`config.mk`:
```
export PLATFORM = sky130hd
export DESIGN_NAME = pipe_hazard_ctrl
export DESIGN_NICKNAME = d
export VERILOG_FILES = /design/src/rtl/pipe_hazard_ctrl_pkg.sv /design/src/rtl/pipe_hazard_ctrl_scoreboard.sv /design/src/rtl/pipe_hazard_ctrl.sv
export SDC_FILE = /design/constraint.sdc
export NUM_CORES = 1
export LEC_CHECK = 0
export CAP_MARGIN = 20
export CORE_ASPECT_RATIO = 0.9
export CORE_MARGIN = 2
export CORE_UTILIZATION = 51
export CTS_BUF_LIST = sky130_fd_sc_hd__clkbuf_8
export DETAILED_ROUTE_END_ITERATION = 10
export PLACE_DENSITY_LB_ADDON = 0.3
export RECOVER_POWER = 25
export SLEW_MARGIN = 20
export SYNTH_ARGS = -nofsm -noshare
export SYNTH_HDL_FRONTEND = slang
export SYNTH_HIERARCHICAL = 1
export SYNTH_SLANG_ARGS = --single-unit
```
`constraint.sdc`:
```
create_clock -name clk -period 4.1 [get_ports clk]
set_clock_uncertainty 0.1 [all_clocks]
set_input_delay 0.615 -clock clk [delete_from_list [all_inputs] [get_ports clk]]
set_output_delay 0.615 -clock clk [all_outputs]
set_load 0.03 [all_outputs]
```
`src/rtl/pipe_hazard_ctrl_pkg.sv`:
```
// Shared types and constants for the pipeline hazard/sequencing controller.
// Register address width, reset level, FSM state encoding and the stall
// patterns driven onto the global {wb,mem,ex,id,if,pc} hold vector.

package pipe_hazard_ctrl_pkg;

  // Architectural register address width (32 registers)
  localparam int REG_ADDR_W = 5;

  // Level of rst that means "in reset"
  localparam logic RST_ENABLE = 1'b1;

  // Shortest multi-cycle execute occupancy; shorter requests are stretched
  localparam int MIN_MC_LEN = 2;

  // Stall vector patterns, bit0 = pc, bit5 = wb
  localparam logic [5:0] STALL_NONE = 6'b000000;
  localparam logic [5:0] STALL_ID   = 6'b000111;
  localparam logic [5:0] STALL_EX   = 6'b001111;

  // Multi-cycle execute sequencing states
  typedef enum logic [1:0] {
    PHC_IDLE = 2'd0,
    PHC_EXEC = 2'd1,
    PHC_LAST = 2'd2
  } phc_state_e;

endpackage

```
`src/rtl/pipe_hazard_ctrl_scoreboard.sv`:
```
// Register scoreboard for results of multi-cycle execute ops.
// A bit is set when such an op issues with a destination register and is
// cleared when writeback retires that register. The hazard lookup treats
// a bit being retired this very cycle as free, because the regfile is
// write-through. Register 0 is never reported busy.

module mc_scoreboard
  import pipe_hazard_ctrl_pkg::*;
#(
  parameter int NUM_REGS = 32
) (
  input  logic                  clk,
  input  logic                  rst,
  input  logic                  set_en,
  input  logic [REG_ADDR_W-1:0] set_addr,
  input  logic                  clr_en,
  input  logic [REG_ADDR_W-1:0] clr_addr,
  input  logic                  clr_all,
  input  logic                  rd1_en,
  input  logic [REG_ADDR_W-1:0] rd1_addr,
  input  logic                  rd2_en,
  input  logic [REG_ADDR_W-1:0] rd2_addr,
  input  logic                  wr_en,
  input  logic [REG_ADDR_W-1:0] wr_addr,
  output logic                  hazard,
  output logic [NUM_REGS-1:0]   busy
);

  logic [NUM_REGS-1:0] busy_q;
  logic [NUM_REGS-1:0] busy_eff;
  logic [NUM_REGS-1:0] busy_next;

  // Busy view seen by decode: writeback retiring a register this cycle frees it
  always_comb begin
    busy_eff = busy_q;
    if (clr_en) begin
      busy_eff[clr_addr] = 1'b0;
    end
    busy_eff[0] = 1'b0;
  end

  // RAW on either source or WAW on the destination against a pending result
  always_comb begin
    hazard = (rd1_en & busy_eff[rd1_addr]) |
             (rd2_en & busy_eff[rd2_addr]) |
             (wr_en  & busy_eff[wr_addr]);
  end

  // Next busy vector: clear first so that a same-register set overrides it
  always_comb begin
    busy_next = busy_q;
    if (clr_en) begin
      busy_next[clr_addr] = 1'b0;
    end
    if (set_en) begin
      busy_next[set_addr] = 1'b1;
    end
    busy_next[0] = 1'b0;
  end

  // Scoreboard state, wiped by reset or by a pipeline flush
  always_ff @(posedge clk) begin
    if (rst == RST_ENABLE) begin
      busy_q <= '0;
    end else if (clr_all) begin
      busy_q <= '0;
    end else begin
      busy_q <= busy_next;
    end
  end

  assign busy = busy_q;

endmodule

```
`src/rtl/pipe_hazard_ctrl.sv`:
```
// Pipeline sequencing controller beside decode. Holds the pipeline while a
// multi-cycle op occupies execute, stalls decode on hazards against pending
// multi-cycle results (they are only written back, never forwarded), and
// turns flush requests into a same-cycle flush plus a state wipe.

module pipe_hazard_ctrl
  import pipe_hazard_ctrl_pkg::*;
#(
  parameter int NUM_REGS = 32,
  parameter int MC_LEN_W = 4
) (
  input  logic                  clk,
  input  logic                  rst,
  input  logic                  id_valid_i,
  input  logic                  id_reg1_read_i,
  input  logic [REG_ADDR_W-1:0] id_reg1_addr_i,
  input  logic                  id_reg2_read_i,
  input  logic [REG_ADDR_W-1:0] id_reg2_addr_i,
  input  logic                  id_wreg_i,
  input  logic [REG_ADDR_W-1:0] id_wd_i,
  input  logic                  id_mc_i,
  input  logic [MC_LEN_W-1:0]   id_mc_len_i,
  input  logic                  wb_wreg_i,
  input  logic [REG_ADDR_W-1:0] wb_wd_i,
  input  logic                  flush_i,
  output logic [5:0]            stall_o,
  output logic                  ex_done_o,
  output logic                  flush_o,
  output logic [NUM_REGS-1:0]   sb_busy_o
);

  localparam logic [MC_LEN_W-1:0] MIN_LEN = MC_LEN_W'(MIN_MC_LEN);
  localparam logic [MC_LEN_W-1:0] ONE     = MC_LEN_W'(1);

  phc_state_e          state_q;
  logic [MC_LEN_W-1:0] count_q;
  logic                ex_done_q;
  logic [MC_LEN_W-1:0] eff_len;
  logic                hazard;
  logic                issue_window;
  logic                issue;
  logic                sb_set;
  logic                in_reset;

  assign in_reset = (rst == RST_ENABLE);

  // Latency requests below the minimum are stretched to the minimum
  always_comb begin
    eff_len = (id_mc_len_i < MIN_LEN) ? MIN_LEN : id_mc_len_i;
  end

  // A new multi-cycle op may enter execute from idle or on the final cycle
  // of the previous one, provided decode is hazard-free and nothing flushes
  always_comb begin
    issue_window = (state_q == PHC_IDLE) || (state_q == PHC_LAST);
    issue        = id_valid_i & id_mc_i & ~hazard & ~flush_i & issue_window;
    sb_set       = issue & id_wreg_i & (id_wd_i != '0);
  end

  mc_scoreboard #(
    .NUM_REGS (NUM_REGS)
  ) u_scoreboard (
    .clk      (clk),
    .rst      (rst),
    .set_en   (sb_set),
    .set_addr (id_wd_i),
    .clr_en   (wb_wreg_i),
    .clr_addr (wb_wd_i),
    .clr_all  (flush_i),
    .rd1_en   (id_reg1_read_i),
    .rd1_addr (id_reg1_addr_i),
    .rd2_en   (id_reg2_read_i),
    .rd2_addr (id_reg2_addr_i),
    .wr_en    (id_wreg_i),
    .wr_addr  (id_wd_i),
    .hazard   (hazard),
    .busy     (sb_busy_o)
  );

  // Multi-cycle sequencer: EXEC counts down the remaining ex cycles, LAST is
  // the single completion cycle and may immediately accept the next op
  always_ff @(posedge clk) begin
    if (in_reset) begin
      state_q   <= PHC_IDLE;
      count_q   <= '0;
      ex_done_q <= 1'b0;
    end else if (flush_i) begin
      state_q   <= PHC_IDLE;
      count_q   <= '0;
      ex_done_q <= 1'b0;
    end else begin
      case (state_q)
        PHC_IDLE: begin
          ex_done_q <= 1'b0;
          if (issue) begin
            state_q <= PHC_EXEC;
            count_q <= eff_len - ONE;
          end
        end
        PHC_EXEC: begin
          count_q <= count_q - ONE;
          if (count_q == ONE) begin
            state_q   <= PHC_LAST;
            ex_done_q <= 1'b1;
          end
        end
        PHC_LAST: begin
          ex_done_q <= 1'b0;
          if (issue) begin
            state_q <= PHC_EXEC;
            count_q <= eff_len - ONE;
          end else begin
            state_q <= PHC_IDLE;
            count_q <= '0;
          end
        end
        default: begin
          state_q   <= PHC_IDLE;
          count_q   <= '0;
          ex_done_q <= 1'b0;
        end
      endcase
    end
  end

  // Stall priority: reset, then flush, then an occupied execute, then hazard
  always_comb begin
    stall_o = STALL_NONE;
    if (in_reset || flush_i) begin
      stall_o = STALL_NONE;
    end else if (state_q == PHC_EXEC) begin
      stall_o = STALL_EX;
    end else if (hazard) begin
      stall_o = STALL_ID;
    end
  end

  // Completion and flush strobes are silenced while reset is asserted
  always_comb begin
    ex_done_o = ex_done_q & ~in_reset;
    flush_o   = flush_i & ~in_reset;
  end

endmodule

```
* Word-level counts from Yosys, hierarchy flattened
Index checks and enable logic that the tools add are counted.
** Storage, ports and cells
- Input port bits :: 33
- Output and inout port bits :: 40
- Word-level logic and storage cells :: 71
- Register bits after elaboration :: 39
** Cells by class
- Reduce and logical (&&, ||, !) cells :: 9
- Mux-type cells :: 23
- Order comparisons :: 7
- Add/subtract/negate cells :: 2
- Equal/unequal tests :: 5
- Bitwise gates (word level) :: 20
** Operators by type and width (count)
- $mux 32 :: 2
- $and 32x32->32 :: 1
- $not 32->32 :: 1
- $or 32x32->32 :: 1
- $lt 5x6->1 const B :: 4
- $mux 4 :: 5
- $bmux 1 s5 :: 3
- $pmux 4 s3 :: 1
- $and 1x1->1 :: 11
- $demux 1 s5 :: 2
- $ge 5x1->1 const B :: 2
- $sub 4x1->4 const B :: 2
- $mux 1 :: 6
- $pmux 2 s3 :: 1
- $reduce_bool 5->1 :: 1
- $eq 4x1->1 const B :: 1
- $lt 4x2->1 const B :: 1
- $mux 2 :: 2
- $ne 2x2->1 const B :: 2
- $not 1->1 :: 4
- $mux 3 :: 1
- $reduce_or 3->1 :: 1
- $eq 2x1->1 const B :: 1
- $eq 2x2->1 const B :: 1
- 6 further kinds :: 9

* Depth between registers and ports, before layout
- Word-level depth :: 19
- Depth in mapped cells :: 14
- Mapped depth without buffers :: 13

* Hierarchy
Netlist, hierarchy kept.
** Modules (own cells, without submodules)
- mc_scoreboard :: instances 1, cells an instance 319, area an instance 2331.0 µm², seq. area each 620.6 µm²
- pipe_hazard_ctrl :: instances 1, cells an instance 61, area an instance 534.3 µm², seq. area each 140.1 µm²

* Worst setup path after synthesis
OpenSTA, ideal clock, no wires.
- Path type :: input -> register
- From :: input port wb_wd_i[1]
- To :: register u_scoreboard.busy_q[28], in the netlist u_scoreboard/busy[28]
- Slack :: 586 ps
- Stages on the path :: 13
- Required time :: 3930 ps
- Buffers on the path :: 1
- Arrival :: 3343 ps
- Cells stage by stage :: or3b_1 -> buf_2 -> o21ai_2 -> mux4_2 -> and2b_1 -> a211oi_1 -> a211oi_2 -> nand4_1 -> nor4_4 -> o311a_1 -> nor3b_1 -> nand2_1 -> a21oi_1
** On the way
- Longest elaborated chain between the ends :: 19
- Elaborated cells between the ends (all ways) :: 27
** RTL lines
- from (decl) :: RTL line pipe_hazard_ctrl.sv:24 : input logic [REG_ADDR_W-1:0] wb_wd_i,
- $lt 5x6->1 (not written as such) / $ge 5x1->1 (equally long branches) :: RTL line pipe_hazard_ctrl_scoreboard.sv:37 : busy_eff[clr_addr] = 1'b0;
- $logic_and 1x1->1 (not written as such) :: RTL line pipe_hazard_ctrl_scoreboard.sv:37
- $mux 1 (not written as such) :: RTL line pipe_hazard_ctrl_scoreboard.sv:37
- $demux 1 s5 (*)
- $not 32->32 (no line) (*)
- $and 32x32->32 (no line) (*)
- $mux 32 (*) :: RTL line pipe_hazard_ctrl_scoreboard.sv:36 : if (clr_en) begin
- $bmux 1 s5 (on tied branches) :: RTL line pipe_hazard_ctrl_scoreboard.sv:44, pipe_hazard_ctrl_scoreboard.sv:45
- (+2 left out)
- $or 1x1->1 :: RTL line pipe_hazard_ctrl_scoreboard.sv:44 : hazard = (rd1_en & busy_eff[rd1_addr]) |
- $or 1x1->1 (*) :: RTL line pipe_hazard_ctrl_scoreboard.sv:45 : (rd2_en & busy_eff[rd2_addr]) |
- net hazard :: RTL line pipe_hazard_ctrl.sv:39 : logic hazard;
- $not 1->1 (*) :: RTL line pipe_hazard_ctrl.sv:56 : issue = id_valid_i & id_mc_i & ~hazard & ~flush_i & issue_window;
- $and 1x1->1 (*) (3 in series) :: RTL line pipe_hazard_ctrl.sv:56
- $and 1x1->1 (*) (2 in series) :: RTL line pipe_hazard_ctrl.sv:57 : sb_set = issue & id_wreg_i & (id_wd_i != '0);
- net sb_set :: RTL line pipe_hazard_ctrl.sv:42 : logic sb_set;
- $mux 32 (*) :: RTL line pipe_hazard_ctrl_scoreboard.sv:55 : if (set_en) begin
- to (signal assigned) :: RTL line pipe_hazard_ctrl_scoreboard.sv:68 : busy_q <= busy_next;
- to (decl) :: RTL line pipe_hazard_ctrl_scoreboard.sv:29 : logic [NUM_REGS-1:0] busy_q;
Mark *: on every way through the listed nets, which the timed path passes. The rest lies on a longest branch. The select of a mux whose other input is x is not followed.
A chain may end at the register's enable or synchronous reset.

* Final worst setup path
- From :: input port wb_wreg_i
- To :: output port stall_o[2]
** On the way
- Longest elaborated chain between the ends :: 9
- Elaborated cells between the ends (all ways) :: 15
** RTL lines
- from (decl) :: RTL line pipe_hazard_ctrl.sv:23 : input logic wb_wreg_i,
- $mux 32 (*) :: RTL line pipe_hazard_ctrl_scoreboard.sv:36
- $bmux 1 s5 (on tied branches) :: RTL line pipe_hazard_ctrl_scoreboard.sv:44, pipe_hazard_ctrl_scoreboard.sv:45
- $mux 1 (on tied branches) :: RTL line pipe_hazard_ctrl_scoreboard.sv:44, pipe_hazard_ctrl_scoreboard.sv:45
- $and 1x1->1 (on tied branches) :: RTL line pipe_hazard_ctrl_scoreboard.sv:44, pipe_hazard_ctrl_scoreboard.sv:45
- $or 1x1->1 :: RTL line pipe_hazard_ctrl_scoreboard.sv:44
- $or 1x1->1 (*) :: RTL line pipe_hazard_ctrl_scoreboard.sv:45
- net hazard :: RTL line pipe_hazard_ctrl.sv:39
- $mux 3 (*) :: RTL line pipe_hazard_ctrl.sv:133 : end else if (hazard) begin
- $mux 4 (*) :: RTL line pipe_hazard_ctrl.sv:131 : end else if (state_q == PHC_EXEC) begin
- $mux 4 (*) :: RTL line pipe_hazard_ctrl.sv:129 : if (in_reset || flush_i) begin
- to (decl) :: RTL line pipe_hazard_ctrl.sv:26 : output logic [5:0] stall_o,
Marked as above.

==> impl_metrics.py <==
metrics = {
    "yosys": {
        "syn-instance-count": 380,
        "ys_ff_latch": 38,
        "postSynth.asyncResetShare": 0,
        "synth.cell_area_um2": 2870,
        "avgSynthCellArea_um2": 7.54,
        "ys.warnings.count": 6,
        "synth.top_cells.by_area": "dfxtp_1 27%, a21oi_1 6.6%, mux2i_1 6.3%",
        "ys_seq_area_frac": 0.266,
        "ys_types": 65,
        "synth_common_cells": "43 x nand2_1, 38 x a21oi_1, 38 x dfxtp_1",
        "yosysMostFrequentCell": "nand2_1",
        "synth_flop_cell": "dfxtp_1",
        "synth_edf_count": 0,
        "yosys.area.top_type": "dfxtp_1",
        "yosysTopAreaCellShare": 0.266,
    },
    "detailed_routing": {
        "routed_wl_um": 11400,
        "vias": 3666,
        "drt_first_pass_iters": 6,
        "vias_per_cell": 6.49,
        "drc_errors": 0,
        "ant_nets": 0,
        "drtIter0Drc": 515,
        "wl_per_cell_um": 20.2,
    },
    "setup_path": {
        "critical_path.cell_chain": "clkdlybuf4s50_1, or3b_4, buf_4, o21ai_1, mux2i_1, nor3_1, a21oi_1, a211oi_2, nand4_1, buf_4, o21a_1, buf_4",
        "cp_top_family": "buffers and inverters",
        "critical-path-max-stage-delay_ps": 530,
        "crit_fanout": 4,
        "critical_path_class": "in2out",
        "cp_common_cell": "buf_4",
        "worst-path-buf-inv": 4,
        "crit_arrival_ps": 3400,
        "worstSetupPathDepth": 12,
        "cp_slowest_cell": "clkdlybuf4s50_1",
        "worstSetupStartpointType": "input pin",
        "r2r_cells": 13,
        "worstPathRequired_ps": 3380,
        "crit_path_end_kind": "output port",
    },
    "placed_design": {
        "gp_congestion": 1.01,
        "dp_slack_ps": -254,
        "io_buffers": 69,
        "place_inst": 554,
        "placed_area_um2": 3990,
        "dp_hpwl_um": 8280,
    },
    "timing": {
        "hold_ws_ps": 369,
        "final_hold_viol_count": 0,
        "fin_crit_sh": 1.00,
        "slew_headroom": 0.578,
        "tightest_slew_ps": 631,
        "drv_slew": 0,
        "max_freq_mhz": 243,
        "setup_viol": 3,
        "fin_ws_ps": -13.9,
        "finalSetupTns_ps": -39.7,
        "period_minus_slack_ps": 4110,
    },
    "clock_tree": {
        "h-tree-depth": 2,
        "numCtsBuffers": 5,
        "clock-sinks": 38,
        "holdBufCountCts": 0,
        "insertion_delay_ps": 300,
        "cts_tree": "built",
        "cts-root-to-sink-buffers": 2,
        "clockRootBuffer": "clkbuf_8",
        "path_clk_slew_ps": 80,
    },
    "layout": {
        "n_antenna_cell": 0,
        "fin_cells": 565,
        "regArea_um2": 761,
        "fill_cells": 376,
        "syn_to_final_growth_pct": 45.0,
        "multi_input_area_um2": 1970,
        "nNetsFinal": 533,
        "fin_area_um2": 4150,
        "post_route_cells_drive_above_1_share": 0.215,
    },
    "global_route": {
        "grt_first_pass_wirelength_um": 17200,
        "grt_pass1_vias": 3474,
        "antenna_found_initial": 0,
        "grt_max_degree": 32,
        "gr-usage-all-layers": 0.351,
        "overflow": 0,
    },
    "power": {
        "leakagePower_nw": 1.60,
        "irDropWorstVdd_mv": 0.188,
        "p_per_area_nw_per_um2": 218,
    },
    "run_status": {
        "violations": "negative setup slack",
        "status": "finished, violations left",
    },
    "die": {
        "die_h_um": 75.1,
        "die_area_um2": 6230,
        "die_w_um": 83.0,
        "pin_count": 73,
        "core_um2": 5350,
        "initial_core_util": 0.536,
        "row_count": 25,
    },
    "min_path": {
        "hold_depth": 2,
        "hold_path_class": "reg2reg",
    },
    "flow_run": {
        "maxCapViolCount": 0,
    },
}
[logic make-up (layout without fill, tap and decap cells)]
logic type,after synthesis,count (layout),synth area share
simple gates,150,150,0.291
other cells,2,3,0.00262
mux,20,20,0.0747
buf+inv,36,153,0.0576
fa+ha+maj,3,3,0.0131
flops,38,38,0.266
xor+xnor,2,2,0.00611
compound gates,129,129,0.290
[final timing paths]
kind	startpoint	endpoint	slack [ps]
setup / recovery	wb_wreg_i	stall_o[2]	-10
hold reg to reg	ex_done_q	ex_done_q	370
hold / removal	ex_done_q	ex_done_q	370
setup reg to reg	u_scoreboard/busy[29]	u_scoreboard/busy[8]	1110
[per-stage QoR]
stage          power [mW]   util
4_1_cts             0.894  0.767
2_1_floorplan       0.491      -
3_5_place_dp        0.578  0.745
5_1_grt             0.933  0.777
3_3_place_gp        0.574  0.745
6_report            0.905  0.777
[area by class of cell]
| class | count | share of cell area |
|---|---|---|
| Clock buffer | 5 | 0.0166 |
| Timing Repair Buffer | 136 | 0.287 |
| Inverter | 9 | 0.00813 |
| Clock inverter | 3 | 0.00964 |
| Tap cell | 67 | 0.0202 |
| Sequential cell | 38 | 0.183 |
| Multi-Input combinational cell | 307 | 0.475 |
[routing by layer]
layer | vias to the layer above | GRT usage | part of all wire
met5 | - | 0 | 0
met4 | 0 | 0.124 | 0.029
met3 | 45 | 0.0833 | 0.14
met2 | 291 | 0.579 | 0.45
met1 | 1683 | 0.459 | 0.39
li1 | 1647 | - | -
[repair_timing]
item	in CTS	in global routing
setup endpoints to repair	3	13
buffers inserted	0	3
cloned	0	0
pin swaps	0	2
gates resized for setup	4	12
[tightest hold or removal path, delay by kind of cell (launching register included)]
kind | cells | cell delay, ps
DFF | 1 | 330
and+or+nand+nor | 2 | 120
[flip-flops by register name, summed over array words and instances (netlist names)]
signal             flops
ex_done_q              1
u_scoreboard/busy     31
count_q                4
state_q                2
[cells in the final DEF, fill, tap and decap left out, drive strengths merged, types with 9 or more instances in the layout]
| cell | count |
|---|---|
| mux2i | 18 |
| nand3 | 12 |
| clkdlybuf4s50 | 46 |
| buf | 70 |
| nand2 | 43 |
| a21oi | 38 |
| o211ai | 11 |
| nor3 | 12 |
| nand3b | 9 |
| o21ai | 41 |
| nor2 | 23 |
| dlygate4sd3 | 17 |
| dfxtp | 38 |
| nor3b | 9 |
[report_power, final]
part,internal (mW),switching [mW],total [mW]
Combinational,0.0909,0.119,0.210
Sequential,0.371,0.00323,0.374
Clock,0.179,0.142,0.321
No activity file was read; power rests on OpenSTA's default activity.
